File: src/rtl/button_conditioner_pkg.sv
// button_conditioner_pkg: shared state encoding, default timing constants and button indices
package button_conditioner_pkg;
  typedef enum logic [2:0] {
    ST_IDLE,
    ST_DB_PRESS,
    ST_HELD,
    ST_REPEAT,
    ST_DB_RELEASE
  } btn_state_e;
  localparam int DEF_DB_TICKS   = 200;
  localparam int DEF_RPT_DELAY  = 5000;
  localparam int DEF_RPT_PERIOD = 1000;
  localparam int BTN_MODE = 0;
  localparam int BTN_LOAD = 1;
  localparam int BTN_TL   = 2;
  localparam int BTN_TR   = 3;
  localparam int BTN_BL   = 4;
  localparam int BTN_BR   = 5;
  // Counter width that holds the largest tick constant without wrapping
  function automatic int cnt_width(input int a, input int b, input int c);
    int m;
    m = (a > b) ? a : b;
    m = (m > c) ? m : c;
    return $clog2(m + 1);
  endfunction
endpackage

File: src/rtl/button_channel.sv
// button_channel: tick-paced debounce and auto-repeat FSM for one synchronised button
module button_channel
  import button_conditioner_pkg::*;
#(
  parameter int DB_TICKS   = DEF_DB_TICKS,
  parameter int RPT_DELAY  = DEF_RPT_DELAY,
  parameter int RPT_PERIOD = DEF_RPT_PERIOD,
  parameter bit RPT_EN     = 1'b1,
  parameter int CW         = cnt_width(DB_TICKS, RPT_DELAY, RPT_PERIOD)
) (
  input  logic clk_2M5,
  input  logic reset_n,
  input  logic tick,
  input  logic raw_s,
  output logic pressed,
  output logic press_pulse
);
  localparam logic [CW-1:0] DB_C  = CW'(DB_TICKS);
  localparam logic [CW-1:0] DLY_C = CW'(RPT_DELAY);
  localparam logic [CW-1:0] PER_C = CW'(RPT_PERIOD);
  btn_state_e state_q;
  logic [CW-1:0] cnt_q, cnt_inc;
  logic pressed_q, pulse_q;
  assign cnt_inc     = cnt_q + CW'(1);
  assign pressed     = pressed_q;
  assign press_pulse = pulse_q;
  // Whole channel advances only on tick; the pulse register self-clears every other cycle
  always_ff @(posedge clk_2M5 or negedge reset_n)
    if (!reset_n) begin
      state_q   <= ST_IDLE;
      cnt_q     <= '0;
      pressed_q <= 1'b0;
      pulse_q   <= 1'b0;
    end else begin
      pulse_q <= 1'b0;
      if (tick)
        case (state_q)
          ST_IDLE:
            if (raw_s) begin
              state_q <= ST_DB_PRESS;
              cnt_q   <= CW'(1);
            end
          ST_DB_PRESS:
            if (!raw_s) begin
              state_q <= ST_IDLE;
              cnt_q   <= '0;
            end else if (cnt_inc >= DB_C) begin
              state_q   <= ST_HELD;
              pressed_q <= 1'b1;
              pulse_q   <= 1'b1;
              cnt_q     <= '0;
            end else cnt_q <= cnt_inc;
          ST_HELD:
            if (!raw_s) begin
              state_q <= ST_DB_RELEASE;
              cnt_q   <= CW'(1);
            end else if (!RPT_EN) cnt_q <= (cnt_q >= DLY_C) ? cnt_q : cnt_inc;
            else if (cnt_inc >= DLY_C) begin
              state_q <= ST_REPEAT;
              pulse_q <= 1'b1;
              cnt_q   <= '0;
            end else cnt_q <= cnt_inc;
          ST_REPEAT:
            if (!raw_s) begin
              state_q <= ST_DB_RELEASE;
              cnt_q   <= CW'(1);
            end else if (cnt_inc >= PER_C) begin
              pulse_q <= 1'b1;
              cnt_q   <= '0;
            end else cnt_q <= cnt_inc;
          ST_DB_RELEASE:
            if (raw_s) begin
              state_q <= ST_HELD;
              cnt_q   <= '0;
            end else if (cnt_inc >= DB_C) begin
              state_q   <= ST_IDLE;
              pressed_q <= 1'b0;
              cnt_q     <= '0;
            end else cnt_q <= cnt_inc;
          default: begin
            state_q <= ST_IDLE;
            cnt_q   <= '0;
          end
        endcase
    end
endmodule

File: src/rtl/button_conditioner.sv
// button_conditioner: synchronises front-panel buttons and debounces/auto-repeats each one
module button_conditioner
  import button_conditioner_pkg::*;
#(
  parameter int               N_BTN      = 6,
  parameter int               DB_TICKS   = DEF_DB_TICKS,
  parameter int               RPT_DELAY  = DEF_RPT_DELAY,
  parameter int               RPT_PERIOD = DEF_RPT_PERIOD,
  parameter logic [N_BTN-1:0] RPT_MASK   = 6'b111100
) (
  input  logic             clk_2M5,
  input  logic             reset_n,
  input  logic             tick,
  input  logic [N_BTN-1:0] btn_n,
  output logic [N_BTN-1:0] pressed,
  output logic [N_BTN-1:0] press_pulse,
  output logic             any_pressed
);
  localparam int CW = cnt_width(DB_TICKS, RPT_DELAY, RPT_PERIOD);
  logic [N_BTN-1:0] sync1_q, sync2_q;
  // Inversion happens ahead of the flops so a reset synchroniser reads as "not pushed"
  always_ff @(posedge clk_2M5 or negedge reset_n)
    if (!reset_n) begin
      sync1_q <= '0;
      sync2_q <= '0;
    end else begin
      sync1_q <= ~btn_n;
      sync2_q <= sync1_q;
    end
  genvar i;
  generate
    for (i = 0; i < N_BTN; i++) begin : g_ch
      button_channel #(
        .DB_TICKS  (DB_TICKS),
        .RPT_DELAY (RPT_DELAY),
        .RPT_PERIOD(RPT_PERIOD),
        .RPT_EN    (RPT_MASK[i]),
        .CW        (CW)
      ) u_ch (
        .clk_2M5    (clk_2M5),
        .reset_n    (reset_n),
        .tick       (tick),
        .raw_s      (sync2_q[i]),
        .pressed    (pressed[i]),
        .press_pulse(press_pulse[i])
      );
    end
  endgenerate
  assign any_pressed = |pressed;
endmodule

File: config.mk
export PLATFORM = sky130hd
export DESIGN_NAME = button_conditioner
export DESIGN_NICKNAME = d
export VERILOG_FILES = /design/src/rtl/button_conditioner_pkg.sv /design/src/rtl/button_channel.sv /design/src/rtl/button_conditioner.sv
export SDC_FILE = /design/constraint.sdc
export NUM_CORES = 1
export LEC_CHECK = 0
export CAP_MARGIN = 20
export CORE_MARGIN = 2
export CORE_UTILIZATION = 50
export DETAILED_ROUTE_END_ITERATION = 12
export PLACE_DENSITY_LB_ADDON = 0.05
export RECOVER_POWER = 50
export SETUP_SLACK_MARGIN = 0.4
export SKIP_CTS_REPAIR_TIMING = 1
export SYNTH_ARGS = -nofsm -noshare
export SYNTH_HDL_FRONTEND = slang
export SYNTH_SLANG_ARGS = --single-unit
File: constraint.sdc
create_clock -name clk_2M5 -period 3.5 [get_ports clk_2M5]
set_input_delay 0.7 -clock clk_2M5 [delete_from_list [all_inputs] [get_ports clk_2M5]]
set_output_delay 0.7 -clock clk_2M5 [all_outputs]
set_load 0.03 [all_outputs]
# [Yosys cells after proc, flatten, opt, wreduce, memory -nomap -nowiden]
# Index checks and enable logic that the tools add are counted.
[op_classes] multipliers=0 n_lt_le_gt_ge=18 n_shift=0 mux=178 n_reduce_logical=33 eq_ne=78 n_addsub=6 bitwise=1 div_mod_pow=0
[op_table] operator="13-bit 2-to-1 mux" count=48
[op_table] operator="13-bit one-hot mux with 5 select lines" count=6
[op_table] operator="3-bit 2-to-1 mux" count=44
[op_table] operator="13-bit by 1-bit adder with 13-bit output (second input constant)" count=6
[op_table] operator="13-bit by 10-bit >= comparator with 1-bit output (second input constant)" count=6
[op_table] operator="13-bit >= comparator (second input constant)" count=6
[op_table] operator="13-bit by 8-bit >= comparator with 1-bit output (second input constant)" count=6
[op_table] operator="1-bit 2-to-1 mux" count=62
[op_table] operator="3-bit one-hot mux with 5 select lines" count=4
[op_table] operator="6-bit AND reduction" count=10
[op_table] operator="2-bit inequality test (second input constant)" count=24
[op_table] operator="3-bit by 2-bit inequality test with 1-bit output (second input constant)" count=16
[op_table] operator="3-bit by 2-bit equality test with 1-bit output (second input constant)" count=12
[op_table] operator="2-bit by 1-bit inequality test with 1-bit output (second input constant)" count=12
[op_table] operator="3-bit one-hot mux with 4 select lines" count=2
[op_table] operator="3-bit by 1-bit equality test with 1-bit output (second input constant)" count=6
[op_table] operator="3-bit equality test (second input constant)" count=6
[op_table] operator="3-bit zero test" count=6
[op_table] operator="1-bit one-hot mux with 2 select lines" count=8
[op_table] operator="1-bit one-hot mux with 3 select lines" count=4
[op_table] operator="2-bit nonzero test" count=6
[op_table] operator="5-bit AND reduction" count=2
[op_table] operator="2-bit AND reduction" count=4
[op_table] operator="3-bit inequality test (second input constant)" count=2
[op_table] operator="other kinds (4)" count=6
[totals] romBits=0 latch_bits=0 mem_bits_rw=0 reg_bits=120 word_cells=340 memories=0 out_inout_bits=13

# [Logic depth before layout (Yosys ltp)]
# Gate-level depths: netlist (run 1).
[logic_depth] word_depth=6 depth_mapped=12 depth_no_buf=9

# [Hierarchy]
# From an unflattened synthesis (run 1), not the netlist that was laid out.
[hier_totals] hier_cells=1159 hier_area_um2=9678.0
[by_module_without_submodules] mod="button_channel at g_ch[3].u_ch ..." n_inst=2 area_each_um2=1575.3 cells_each=205
[by_module_without_submodules] mod="button_channel at g_ch[0].u_ch ..." n_inst=2 area_each_um2=1512.7 cells_each=167
[by_module_without_submodules] mod="button_channel at g_ch[2].u_ch" n_inst=1 area_each_um2=1616.6 cells_each=197
[by_module_without_submodules] mod="button_channel at g_ch[5].u_ch" n_inst=1 area_each_um2=1549.0 cells_each=197
[by_module_without_submodules] mod="button_conditioner" n_inst=1 area_each_um2=336.6 cells_each=21

# [Least setup slack after synthesis (run 1)]
# No wires, ideal clock.
[synth_timing] path_kind="register -> register" startpoint="register g_ch[2].u_ch.cnt_q[1]" endpoint="register g_ch[2].u_ch.cnt_q[8]" n_path_buf=3 path_stages_with_launch=13 arrival_ps=2632 path_slack_ps=742 t_required_ps=3374 cell_sequence="dfrtp_1 > ha_1 > buf_2 > and4_1 > clkbuf_1 > a2111oi_0 > a21oi_1 > o22ai_1 > o32ai_1 > a31oi_1 > buf_2 > nor4_1 > a311o_1"
[synth_between] elab_chain_cells=5 elab_cells_between_ends=12
[synth_rtl] element="start, declared" line_no="button_channel.sv:22" rtl="logic [CW-1:0] cnt_q, cnt_inc;"
[synth_rtl] element="start signal, assigned" line_no="button_channel.sv:52" rtl="end else cnt_q <= cnt_inc;"
[synth_rtl] element="start signal, assigned" line_no="button_channel.sv:57" rtl="end else if (!RPT_EN) cnt_q <= (cnt_q >= DLY_C) ? cnt_q : cnt_inc;"
[synth_rtl] element="start signal, assigned" line_no="button_channel.sv:62" rtl="end else cnt_q <= cnt_inc;"
[synth_rtl] element="13-bit by 1-bit adder with 13-bit output (*)" line_no="button_channel.sv:24" rtl="assign cnt_inc = cnt_q + CW'(1);"
[synth_rtl] element="13-bit by 8-bit >= comparator with 1-bit output (tied with other cells)" line_no="button_channel.sv:47, button_channel.sv:75"
[synth_rtl] element="13-bit 2-to-1 mux, on equally long branches (2 in series)"
[synth_rtl] element="13-bit one-hot mux with 5 select lines (*)" line_no="button_channel.sv:37" rtl="case (state_q)"
# Mark *: on every way between the ends. The rest lies on a longest branch, timed or not.
# A chain may end at the register's enable or synchronous reset.

# [Worst setup path in the final report (run 1)]
[layout_timing] startpoint="register g_ch[5].u_ch.cnt_q[1]" endpoint="register g_ch[5].u_ch.state_q[1]"
[layout_between] elab_chain_cells=4 elab_cells_between_ends=7
[layout_rtl] element="start, declared" line_no="button_channel.sv:22"
[layout_rtl] element="start signal, assigned" line_no="button_channel.sv:52"
[layout_rtl] element="start signal, assigned" line_no="button_channel.sv:57"
[layout_rtl] element="start signal, assigned" line_no="button_channel.sv:62"
[layout_rtl] element="13-bit by 1-bit adder with 13-bit output (*)" line_no="button_channel.sv:24"
[layout_rtl] element="13-bit >= comparator / 13-bit by 8-bit >= comparator with 1-bit output (equally long branches)" line_no="button_channel.sv:58, button_channel.sv:47, button_channel.sv:75"
[layout_rtl] element="3-bit by 2-bit inequality test with 1-bit output (no source line)"
[layout_rtl] element="6-bit AND reduction (no source line) (*)"
[layout_rtl] element="end signal, assigned" line_no="button_channel.sv:30" rtl="state_q <= ST_IDLE;"
[layout_rtl] element="end signal, assigned" line_no="button_channel.sv:59" rtl="state_q <= ST_REPEAT;"
[layout_rtl] element="end signal, assigned" line_no="button_channel.sv:65" rtl="state_q <= ST_DB_RELEASE;"
[layout_rtl] element="end, declared" line_no="button_channel.sv:21" rtl="btn_state_e state_q;"
# Marked as above.

==> results of run 1 <==
==> registers in the layout (all words and copies together), names as in the netlist <==
signal,cells
g_ch.u_ch.state_q,18
sync1_q,6
sync2_q,6
g_ch.u_ch.cnt_q,78
g_ch.u_ch.pressed,6
g_ch.u_ch.press_pulse,6
==> synth_stat cells (10+ instances only) <==
library cell	count
sky130_fd_sc_hd__a22o_1	14
sky130_fd_sc_hd__nand2b_1	17
sky130_fd_sc_hd__a21o_1	27
sky130_fd_sc_hd__mux2i_1	10
sky130_fd_sc_hd__o22ai_1	11
sky130_fd_sc_hd__nor4_1	15
sky130_fd_sc_hd__and2_1	17
sky130_fd_sc_hd__nor2_1	81
sky130_fd_sc_hd__nand4_1	25
sky130_fd_sc_hd__clkbuf_1	56
sky130_fd_sc_hd__and3_1	20
sky130_fd_sc_hd__buf_4	14
sky130_fd_sc_hd__a31oi_1	26
sky130_fd_sc_hd__dfrtp_1	120
sky130_fd_sc_hd__o21ai_0	42
sky130_fd_sc_hd__nor3_1	38
sky130_fd_sc_hd__and4_1	10
sky130_fd_sc_hd__buf_2	33
sky130_fd_sc_hd__o31ai_1	13
sky130_fd_sc_hd__nor2b_1	21
sky130_fd_sc_hd__inv_1	34
sky130_fd_sc_hd__or3_1	25
sky130_fd_sc_hd__nand2_1	109
sky130_fd_sc_hd__ha_1	12
sky130_fd_sc_hd__a21oi_1	71
sky130_fd_sc_hd__nand3_1	63
==> layer usage <==
layer	GRT usage, %	vias to the layer above	share of wire [%]
li1	-	4039	-
met1	34.5	3895	49
met2	35.4	194	46
met3	4.34	21	4.6
met4	5.21	0	0.99
met5	0	-	0
==> critical path, delay by kind of cell, from the launching register on <==
kind | cells | cell delay, ps
and+or+nand+nor | 6 | 1550
AOI/OAI and AO/OA | 1 | 260
DFF | 1 | 510
xor gates and xnor gates | 1 | 260
adders and majority gates | 1 | 260
==> power groups by stage <==
stage,sequential (W),clock [W],combinational (W)
floorplan,0.00172,0,0.00153
global placement,0.00196,0,0.00175
detailed placement,0.00196,0,0.00176
CTS,0.00194,0.00185,0.00177
global route,0.00202,0.00191,0.00202
finish,0.00197,0.00181,0.00180
==> area by class of cell <==
cell class / count / area (um2)
Timing Repair Buffer: 49 / 404
Clock buffer: 23 / 488
Sequential cell: 120 / 3000
Fill cell: 1602 / 7550
Multi-Input combinational cell: 849 / 5380
Inverter: 35 / 131
Tap cell: 225 / 282
Clock inverter: 9 / 120
==> per-stage QoR <==
step / total power (W) / hold WS, ps / instance area [um2] / util (%)
6_report: 0.00558 / 346 / 9810 / 56.5
5_1_grt: 0.00595 / 350 / 9810 / 56.5
4_1_cts: 0.00556 / 312 / 9690 / 55.9
3_5_place_dp: 0.00373 / 336 / 9090 / 52.4
3_3_place_gp: 0.00371 / 332 / 9090 / 52.4
2_1_floorplan: 0.00325 / 331 / 8890 / -
==> path summary, 6_finish.rpt <==
kind,start,endpoint,slack (ps),cells after the start
min,sync1_q[1]$_DFF_PN0_,sync2_q[1]$_DFF_PN0_,350,0
max in group asynchronous,reset_n,g_ch[5].u_ch.press_pulse$_DFF_PN0_,770,2
min reg2reg,sync1_q[1]$_DFF_PN0_,sync2_q[1]$_DFF_PN0_,350,0
max,g_ch[5].u_ch.cnt_q[1]$_DFFE_PN0P_,g_ch[5].u_ch.state_q[1]$_DFFE_PN0P_,540,9
min in group asynchronous,reset_n,g_ch[3].u_ch.cnt_q[4]$_DFFE_PN0P_,760,1
max reg2reg,g_ch[5].u_ch.cnt_q[1]$_DFFE_PN0P_,g_ch[5].u_ch.state_q[1]$_DFFE_PN0P_,540,9
==> logic make-up (layout without fill, tap and decap cells) <==
| logic type | Yosys count | count (layout) |
|---|---|---|
| XOR/XNOR | 17 | 17 |
| AO/OA/AOI/OAI | 326 | 326 |
| multiplexers | 19 | 19 |
| flip-flops | 120 | 120 |
| AND/OR/NAND/NOR | 475 | 475 |
| adder cells (fa/ha/maj) | 12 | 12 |
| buffers and inverters | 140 | 116 |
==> flow_summary.html, run 1 <==
<table>
<tr><th>Metric</th><th>Value</th></tr>
<tr><th colspan="2">Placed design</th></tr>
<tr><td>Port bufs</td><td>21</td></tr>
<tr><td>Worst Setup Slack post-DPL</td><td>~260 ps</td></tr>
<tr><td>Placer congestion estimate</td><td>0.886</td></tr>
<tr><td>Total instance count after detailed placement</td><td>between 1000 and 1500</td></tr>
<tr><td>HPWL Detailed</td><td>around 15000 um</td></tr>
<tr><th colspan="2">Global routing</th></tr>
<tr><td>Wire length of the first global-routing pass</td><td>between 30000 and 40000 um</td></tr>
<tr><td>Overall overflow remaining after global route</td><td>0</td></tr>
<tr><td>Overall routing resource usage</td><td>a little under a quarter</td></tr>
<tr><td>Via count of the first global-routing pass</td><td>about 7100</td></tr>
<tr><td>Largest net degree at the start of global routing</td><td>between 70 and 80</td></tr>
<tr><td>Number of antenna violations at the first check in global routing</td><td>0</td></tr>
<tr><th colspan="2">Clock network</th></tr>
<tr><td>Clock latency of the later-clocked register in the worst-skew pair</td><td>approximately 410 ps</td></tr>
<tr><td>H-tree levels</td><td>4</td></tr>
<tr><td>Clock tree from TritonCTS</td><td>done</td></tr>
<tr><td>Clk Tree Root Cell</td><td>sky130_fd_sc_hd__clkbuf_16</td></tr>
<tr><td>Clk slew on worst S/H paths</td><td>~60 ps</td></tr>
<tr><td>Worst-case clock buffer depth</td><td>2</td></tr>
<tr><td>Number of clock buffers inserted by TritonCTS</td><td>17</td></tr>
<tr><td>Sink Count</td><td>120</td></tr>
<tr><th colspan="2">Power</th></tr>
<tr><td>Logic gate share of total power</td><td>approximately a third</td></tr>
<tr><td>Internal power consumption</td><td>roughly 0.0035 W</td></tr>
<tr><td>Sw Ratio</td><td>between 30% and 40%</td></tr>
<tr><td>Worst-case vdd ir drop</td><td>0.416 mV</td></tr>
<tr><td>Pleak</td><td>just over 4 nW</td></tr>
<tr><td>Clock network power share</td><td>between 30% and 40%</td></tr>
<tr><td>Proportion of power drawn by flip-flops and latches</td><td>between 30% and 40%</td></tr>
<tr><td>Net switching power figure</td><td>slightly above 0.002 W</td></tr>
<tr><td>Power per unit of standard cell area</td><td>approximately 570 mW/mm2</td></tr>
<tr><th colspan="2">Synthesis</th></tr>
<tr><td>Adder and majority gate portion of the synthesized area</td><td>under 10%</td></tr>
<tr><td>Largest family of logic cells by synthesized area</td><td>simple AND/OR/NAND/NOR gates</td></tr>
<tr><td>Sequential share of the synthesized area</td><td>33.8%</td></tr>
<tr><td>Most used DFF post-synth</td><td>sky130_fd_sc_hd__dfrtp_1</td></tr>
<tr><td>Post-Synthesis Cells</td><td>approximately 1100</td></tr>
<tr><td>Biggest area consumer among synthesized cells</td><td>sky130_fd_sc_hd__dfrtp_1</td></tr>
<tr><td>Simple logic cell fraction of the synthesized area</td><td>between 20% and 30%</td></tr>
<tr><td>Share of the synthesized area in the top cell type</td><td>about 34%</td></tr>
<tr><td>Top cells by area, synth</td><td>sky130_fd_sc_hd__dfrtp_1, sky130_fd_sc_hd__nand2_1, sky130_fd_sc_hd__a21oi_1, sky130_fd_sc_hd__nand3_1, sky130_fd_sc_hd__nor2_1</td></tr>
<tr><td>Count of flip-flops with a built-in enable after synthesis</td><td>0</td></tr>
<tr><td>Share of synthesized flip-flops with an asynchronous set or reset</td><td>between 90% and 100%</td></tr>
<tr><td>Netlist area before placement</td><td>0.00889 mm2</td></tr>
<tr><td>Parity-gate share of the synthesized area counting xor and xnor cells</td><td>approximately 1.7%</td></tr>
<tr><td>Portion of netlist area occupied by mux cells</td><td>2.31%</td></tr>
<tr><td>Synth Area per Inst</td><td>8.02 um2</td></tr>
<tr><td>Number of different library cells in the post-synthesis netlist</td><td>83</td></tr>
<tr><td>Net count after synthesis</td><td>between 1000 and 1500</td></tr>
<tr><td>Seq cells post-synth</td><td>120</td></tr>
<tr><td>Number of warning messages in the yosys log</td><td>0</td></tr>
<tr><td>Complex-gate fraction of the synthesized area</td><td>25.7%</td></tr>
<tr><th colspan="2">Die</th></tr>
<tr><td>Core Rows</td><td>between 40 and 50</td></tr>
<tr><td>Vertical die dimension</td><td>137 um</td></tr>
<tr><td>Core area</td><td>between 0.015 and 0.02 mm2</td></tr>
<tr><td>Die W</td><td>~140 um</td></tr>
<tr><td>Number of top-level pins</td><td>22</td></tr>
<tr><td>Die Outline Area</td><td>0.0189 mm2</td></tr>
<tr><td>Effective utilization at floorplan</td><td>51.2%</td></tr>
<tr><th colspan="2">Timing</th></tr>
<tr><td>Setup slack after layout</td><td>about 540 ps</td></tr>
<tr><td>Final period utilization</td><td>a little over four fifths</td></tr>
<tr><td>Number of pins exceeding their max-slew limit in the final report</td><td>between 70 and 80</td></tr>
<tr><td>Highest clock rate</td><td>about 0.34 GHz</td></tr>
<tr><td>Final hold vios</td><td>0</td></tr>
<tr><td>Post-layout minimum cycle time</td><td>2960 ps</td></tr>
<tr><td>Unrepaired setup endpoints after global routing</td><td>yes</td></tr>
<tr><td>Normalized max-slew margin</td><td>-18.2%</td></tr>
<tr><td>Post-route setup TNS</td><td>0 ps</td></tr>
<tr><td>Final setup skew</td><td>about 6.6 ps</td></tr>
<tr><td>Measured slew at the worst slew-check pin</td><td>approximately 1800 ps</td></tr>
<tr><td>Setup violation total in the final timing report</td><td>0</td></tr>
<tr><th colspan="2">Worst setup path</th></tr>
<tr><td>Data required time at the worst endpoint</td><td>around 3800 ps</td></tr>
<tr><td>CP arrival</td><td>around 3300 ps</td></tr>
<tr><td>Peak per-stage delay on the critical path</td><td>between 600 and 700 ps</td></tr>
<tr><td>Max stage delay cell, worst path</td><td>sky130_fd_sc_hd__or4_1</td></tr>
<tr><td>Startpoint-to-endpoint class of the critical path</td><td>reg -&gt; reg</td></tr>
<tr><td>Crit-path most repeated cell</td><td>sky130_fd_sc_hd__and4_1</td></tr>
<tr><td>Worst-path fanout max</td><td>11</td></tr>
<tr><td>Kind of capture point of the worst setup path</td><td>flop</td></tr>
<tr><td>Element type at the critical path start</td><td>flop</td></tr>
<tr><td>Cell-by-cell listing of the critical path</td><td>ha_4, and4_1, nand4_1, xor2_2, nand2_1, or4_1, nand2b_1, and4_1, a221o_1</td></tr>
<tr><th colspan="2">Routing</th></tr>
<tr><td>Drc violations</td><td>0</td></tr>
<tr><td>ANT nets after route</td><td>0</td></tr>
<tr><td>Avg Vias per Cell</td><td>between 6 and 7</td></tr>
<tr><td>Post-Route WL</td><td>21300 um</td></tr>
<tr><td>Via count</td><td>between 8000 and 9000</td></tr>
<tr><td>Mean routed wirelength per cell</td><td>16.3 um</td></tr>
<tr><td>Length of the first detailed-routing pass in iterations</td><td>5</td></tr>
<tr><td>Detailed router's first-iteration violation count</td><td>around 400</td></tr>
<tr><th colspan="2">Outcome</th></tr>
<tr><td>Outcome</td><td>finished with violations</td></tr>
<tr><td>Violations in the final reports</td><td>max-capacitance violations, max-slew violations</td></tr>
<tr><th colspan="2">Cells and area</th></tr>
<tr><td>Leading cell types in the layout, fill and taps excluded</td><td>sky130_fd_sc_hd__dfrtp_1, sky130_fd_sc_hd__nand2_1, sky130_fd_sc_hd__nor2_1</td></tr>
<tr><td>Diodes inserted</td><td>0</td></tr>
<tr><td>Relative area change from synthesis to final layout</td><td>10.3%</td></tr>
<tr><td>Final net count</td><td>approximately 1100</td></tr>
<tr><td>Most common cell after layout, fill and taps aside</td><td>sky130_fd_sc_hd__dfrtp_1</td></tr>
<tr><td>Filler-free cell count of the finished design</td><td>approximately 1300</td></tr>
<tr><td>Layout cells sized above 1</td><td>a little under a tenth</td></tr>
<tr><th colspan="2">Hold path</th></tr>
<tr><td>Class of the tightest hold or removal check</td><td>reg -&gt; reg</td></tr>
<tr><th colspan="2">Run</th></tr>
<tr><td>Number of max-capacitance violations reported</td><td>1</td></tr>
</table>
(Power assumes the default switching activity.)
==> inputs of run 2 (changes only) <==
clock period = 2.8 ns   (was 3.5 ns; I/O delays follow)
==> flow_summary.html, run 2 (synthesis results as in run 1) <==
<table>
<tr><th>Metric</th><th>Value</th></tr>
<tr><th colspan="2">Routing</th></tr>
<tr><td>Avg Vias per Cell</td><td>6.23 (about the same)</td></tr>
<tr><td>Via count</td><td>8952 (+9.9%)</td></tr>
<tr><td>Post-Route WL</td><td>25100 um (+18%)</td></tr>
<tr><td>ANT nets after route</td><td>0 (unchanged)</td></tr>
<tr><td>Detailed router's first-iteration violation count</td><td>481 (+19%)</td></tr>
<tr><td>Drc violations</td><td>0 (unchanged)</td></tr>
<tr><td>Length of the first detailed-routing pass in iterations</td><td>5 (unchanged)</td></tr>
<tr><td>Mean routed wirelength per cell</td><td>17.4 um (+7.2%)</td></tr>
<tr><th colspan="2">Cells and area</th></tr>
<tr><td>Layout cells sized above 1</td><td>33.6% (+24 points)</td></tr>
<tr><td>Most common cell after layout, fill and taps aside</td><td>sky130_fd_sc_hd__buf_4</td></tr>
<tr><td>Leading cell types in the layout, fill and taps excluded</td><td>sky130_fd_sc_hd__buf_4, sky130_fd_sc_hd__dfrtp_1, sky130_fd_sc_hd__nand2_1</td></tr>
<tr><td>Filler-free cell count of the finished design</td><td>1438 (+9.8%)</td></tr>
<tr><td>Final net count</td><td>1222 (+12%)</td></tr>
<tr><td>Largest register by flop count</td><td>g_ch.u_ch.cnt_q</td></tr>
<tr><td>Flip-flop count of the largest register, all copies and words added</td><td>78 (unchanged)</td></tr>
<tr><td>Largest registers</td><td>g_ch.u_ch.cnt_q: 78 flops, g_ch.u_ch.state_q: 18 flops</td></tr>
<tr><td>Diodes inserted</td><td>0 (unchanged)</td></tr>
<tr><td>Relative area change from synthesis to final layout</td><td>35.0%</td></tr>
<tr><td>Final cell area excluding filler cells</td><td>0.0120 mm2 (+22%)</td></tr>
<tr><th colspan="2">Power</th></tr>
<tr><td>Pleak</td><td>5.02 nW (+23%)</td></tr>
<tr><td>Worst-case vdd ir drop</td><td>0.579 mV (+39%)</td></tr>
<tr><td>Power per unit of standard cell area</td><td>663 mW/mm2 (+17%)</td></tr>
<tr><th colspan="2">Outcome</th></tr>
<tr><td>Violations in the final reports</td><td>max-capacitance violations, max-slew violations</td></tr>
<tr><td>Outcome</td><td>finished with violations</td></tr>
<tr><th colspan="2">Hold path</th></tr>
<tr><td>Hold_sp</td><td>sync1_q[1]$_DFF_PN0_</td></tr>
<tr><td>End point of the most critical hold path</td><td>sync2_q[1]$_DFF_PN0_</td></tr>
<tr><td>Class of the tightest hold or removal check</td><td>reg -&gt; reg</td></tr>
<tr><td>Number of cells traversed by the worst hold path</td><td>0 (unchanged)</td></tr>
<tr><th colspan="2">Global routing</th></tr>
<tr><td>Overall routing resource usage</td><td>24.2% (+0.89 points)</td></tr>
<tr><td>Via count of the first global-routing pass</td><td>7586 (+6.4%)</td></tr>
<tr><td>Overall overflow remaining after global route</td><td>0 (unchanged)</td></tr>
<tr><td>Largest net degree at the start of global routing</td><td>59 (-17%)</td></tr>
<tr><td>Number of antenna violations at the first check in global routing</td><td>0 (unchanged)</td></tr>
<tr><td>Wire length of the first global-routing pass</td><td>36700 um (+2.3%)</td></tr>
<tr><th colspan="2">Timing</th></tr>
<tr><td>Final hold vios</td><td>0 (unchanged)</td></tr>
<tr><td>Post-layout minimum cycle time</td><td>2730 ps (-225 ps)</td></tr>
<tr><td>Setup violation total in the final timing report</td><td>0 (unchanged)</td></tr>
<tr><td>Final setup skew</td><td>10.8 ps (+4.16 ps)</td></tr>
<tr><td>Highest clock rate</td><td>0.366 GHz (+8.3%)</td></tr>
<tr><td>Unrepaired setup endpoints after global routing</td><td>yes</td></tr>
<tr><td>Measured slew at the worst slew-check pin</td><td>1530 ps (-246 ps)</td></tr>
<tr><td>Final period utilization</td><td>97.6% (+13 points)</td></tr>
<tr><td>Setup slack after layout</td><td>67.3 ps (-475 ps)</td></tr>
<tr><td>Number of pins exceeding their max-slew limit in the final report</td><td>58 (-18%)</td></tr>
<tr><td>Normalized max-slew margin</td><td>-1.86% (+16 points)</td></tr>
<tr><th colspan="2">Worst setup path</th></tr>
<tr><td>Number of buffer and inverter stages on the critical path</td><td>1 (+1)</td></tr>
<tr><td>Startpoint-to-endpoint class of the critical path</td><td>reg -&gt; reg</td></tr>
<tr><td>Number of cell instances on the worst register-to-register path</td><td>9 (unchanged)</td></tr>
<tr><td>Cell-by-cell listing of the critical path</td><td>nand3_2, or3_1, a32o_1, a2111oi_2, a211oi_4, a21oi_2, buf_6, a21oi_1, a31oi_1</td></tr>
<tr><td>Peak per-stage delay on the critical path</td><td>530 ps (-80 ps)</td></tr>
<tr><td>Worst-path fanout max</td><td>11 (unchanged)</td></tr>
<tr><td>CP arrival</td><td>3070 ps (-180 ps)</td></tr>
<tr><td>Data required time at the worst endpoint</td><td>3140 ps (-650 ps)</td></tr>
<tr><td>Launching point of the worst reg2reg path</td><td>g_ch[3].u_ch.cnt_q[3]$_DFFE_PN0P_</td></tr>
<tr><td>Max stage delay cell, worst path</td><td>sky130_fd_sc_hd__a2111oi_2</td></tr>
<tr><td>Reg-to-reg endpoint</td><td>g_ch[3].u_ch.cnt_q[7]$_DFFE_PN0P_</td></tr>
<tr><td>Element type at the critical path start</td><td>flop</td></tr>
<tr><td>Cell type group with the largest total delay on the critical path</td><td>compound AO/OA/AOI/OAI gates</td></tr>
<tr><td>FF-to-FF setup slack</td><td>70 ps (-470 ps)</td></tr>
<tr><td>Kind of capture point of the worst setup path</td><td>flop</td></tr>
<tr><th colspan="2">Placed design</th></tr>
<tr><td>Total instance count after detailed placement</td><td>1331 (+4.5%)</td></tr>
<tr><td>Port bufs</td><td>21 (unchanged)</td></tr>
<tr><td>DP Area</td><td>0.00979 mm2 (+7.8%)</td></tr>
<tr><td>Placer congestion estimate</td><td>0.915 (+3.3%)</td></tr>
<tr><td>HPWL Detailed</td><td>15500 um (+5.7%)</td></tr>
<tr><td>Worst Setup Slack post-DPL</td><td>-89.4 ps (-351 ps)</td></tr>
<tr><th colspan="2">Die</th></tr>
<tr><td>Vertical die dimension</td><td>137 um (unchanged)</td></tr>
<tr><td>Number of top-level pins</td><td>22 (unchanged)</td></tr>
<tr><td>Die W</td><td>137 um (unchanged)</td></tr>
<tr><td>Effective utilization at floorplan</td><td>51.2% (unchanged)</td></tr>
<tr><td>Core area</td><td>0.0174 mm2 (unchanged)</td></tr>
<tr><td>Die Outline Area</td><td>0.0189 mm2 (unchanged)</td></tr>
<tr><td>Core Rows</td><td>48 (unchanged)</td></tr>
<tr><th colspan="2">Clock network</th></tr>
<tr><td>Sink Count</td><td>120 (unchanged)</td></tr>
<tr><td>Worst-case clock buffer depth</td><td>2 (unchanged)</td></tr>
<tr><td>Clock latency of the later-clocked register in the worst-skew pair</td><td>430 ps (+20 ps)</td></tr>
<tr><td>Clk slew on worst S/H paths</td><td>60 ps (about the same)</td></tr>
<tr><td>Clk Tree Root Cell</td><td>sky130_fd_sc_hd__clkbuf_16</td></tr>
<tr><td>H-tree levels</td><td>4 (unchanged)</td></tr>
<tr><td>Clock tree from TritonCTS</td><td>done</td></tr>
<tr><td>Number of clock buffers inserted by TritonCTS</td><td>17 (unchanged)</td></tr>
<tr><th colspan="2">Run</th></tr>
<tr><td>Number of max-capacitance violations reported</td><td>1 (unchanged)</td></tr>
</table>
run 2: area by class of cell:
cell class / instances / area, um2
Inverter: 35 / 131
Sequential cell: 120 / 3030
Fill cell: 1329 / 5350
Timing Repair Buffer: 178 / 1570
Clock inverter: 8 / 47.5
Multi-Input combinational cell: 849 / 6470
Clock buffer: 23 / 488
Tap cell: 225 / 282
run 2: stage by stage:
step,hold WS [ps],total power [W],TNS [ps],utilization [%]
3_5_place_dp,336,0.00494,-113,56.4
4_1_cts,125,0.00697,-146,59.5
3_3_place_gp,332,0.00492,-23.4,56.4
6_report,349,0.00796,0,69.2
5_1_grt,357,0.00844,-251,69.2
2_1_floorplan,264,0.00420,0,-
run 2: routing by layer:
layer	GRT usage, %	wire, um	vias to the layer above
met3	4.78	1120	47
met4	8.65	498	0
met1	33.3	11200	4334
met5	0	0	-
met2	37.9	12200	270
li1	-	-	4301
run 2: worst max-delay path by stage:
stage,from,to,slack (ps),cells after the start
finish,g_ch[3].u_ch.cnt_q[3]$_DFFE_PN0P_,g_ch[3].u_ch.cnt_q[7]$_DFFE_PN0P_,70,9
global route,g_ch[5].u_ch.cnt_q[5]$_DFFE_PN0P_,g_ch[5].u_ch.state_q[1]$_DFFE_PN0P_,-60,8
CTS,g_ch[1].u_ch.cnt_q[0]$_DFFE_PN0P_,g_ch[1].u_ch.cnt_q[12]$_DFFE_PN0P_,-100,9
detailed placement,g_ch[1].u_ch.cnt_q[0]$_DFFE_PN0P_,g_ch[1].u_ch.cnt_q[12]$_DFFE_PN0P_,-90,9
global placement,g_ch[1].u_ch.cnt_q[0]$_DFFE_PN0P_,g_ch[1].u_ch.cnt_q[12]$_DFFE_PN0P_,-20,9
floorplan,g_ch[5].u_ch.cnt_q[1]$_DFFE_PN0P_,g_ch[5].u_ch.cnt_q[8]$_DFFE_PN0P_,300,11
run 2: power breakdown:
group	total, W	leakage, nW	internal, W	switching (W)
Clock	0.00201	0.261	0.00121	0.000798
Sequential	0.00244	1.57	0.00198	0.000459
Combinational	0.00351	3.19	0.00161	0.00190
Total	0.00796	5.02	0.00480	0.00315
==> inputs of run 3 (changes only) <==
ABC_AREA = 0   (was unset)
clock period = 3.5 ns   (was 2.8 ns; I/O delays follow)
==> results of run 3 <==
Same layout as run 1: the final DEF is identical, and so are final timing and power.
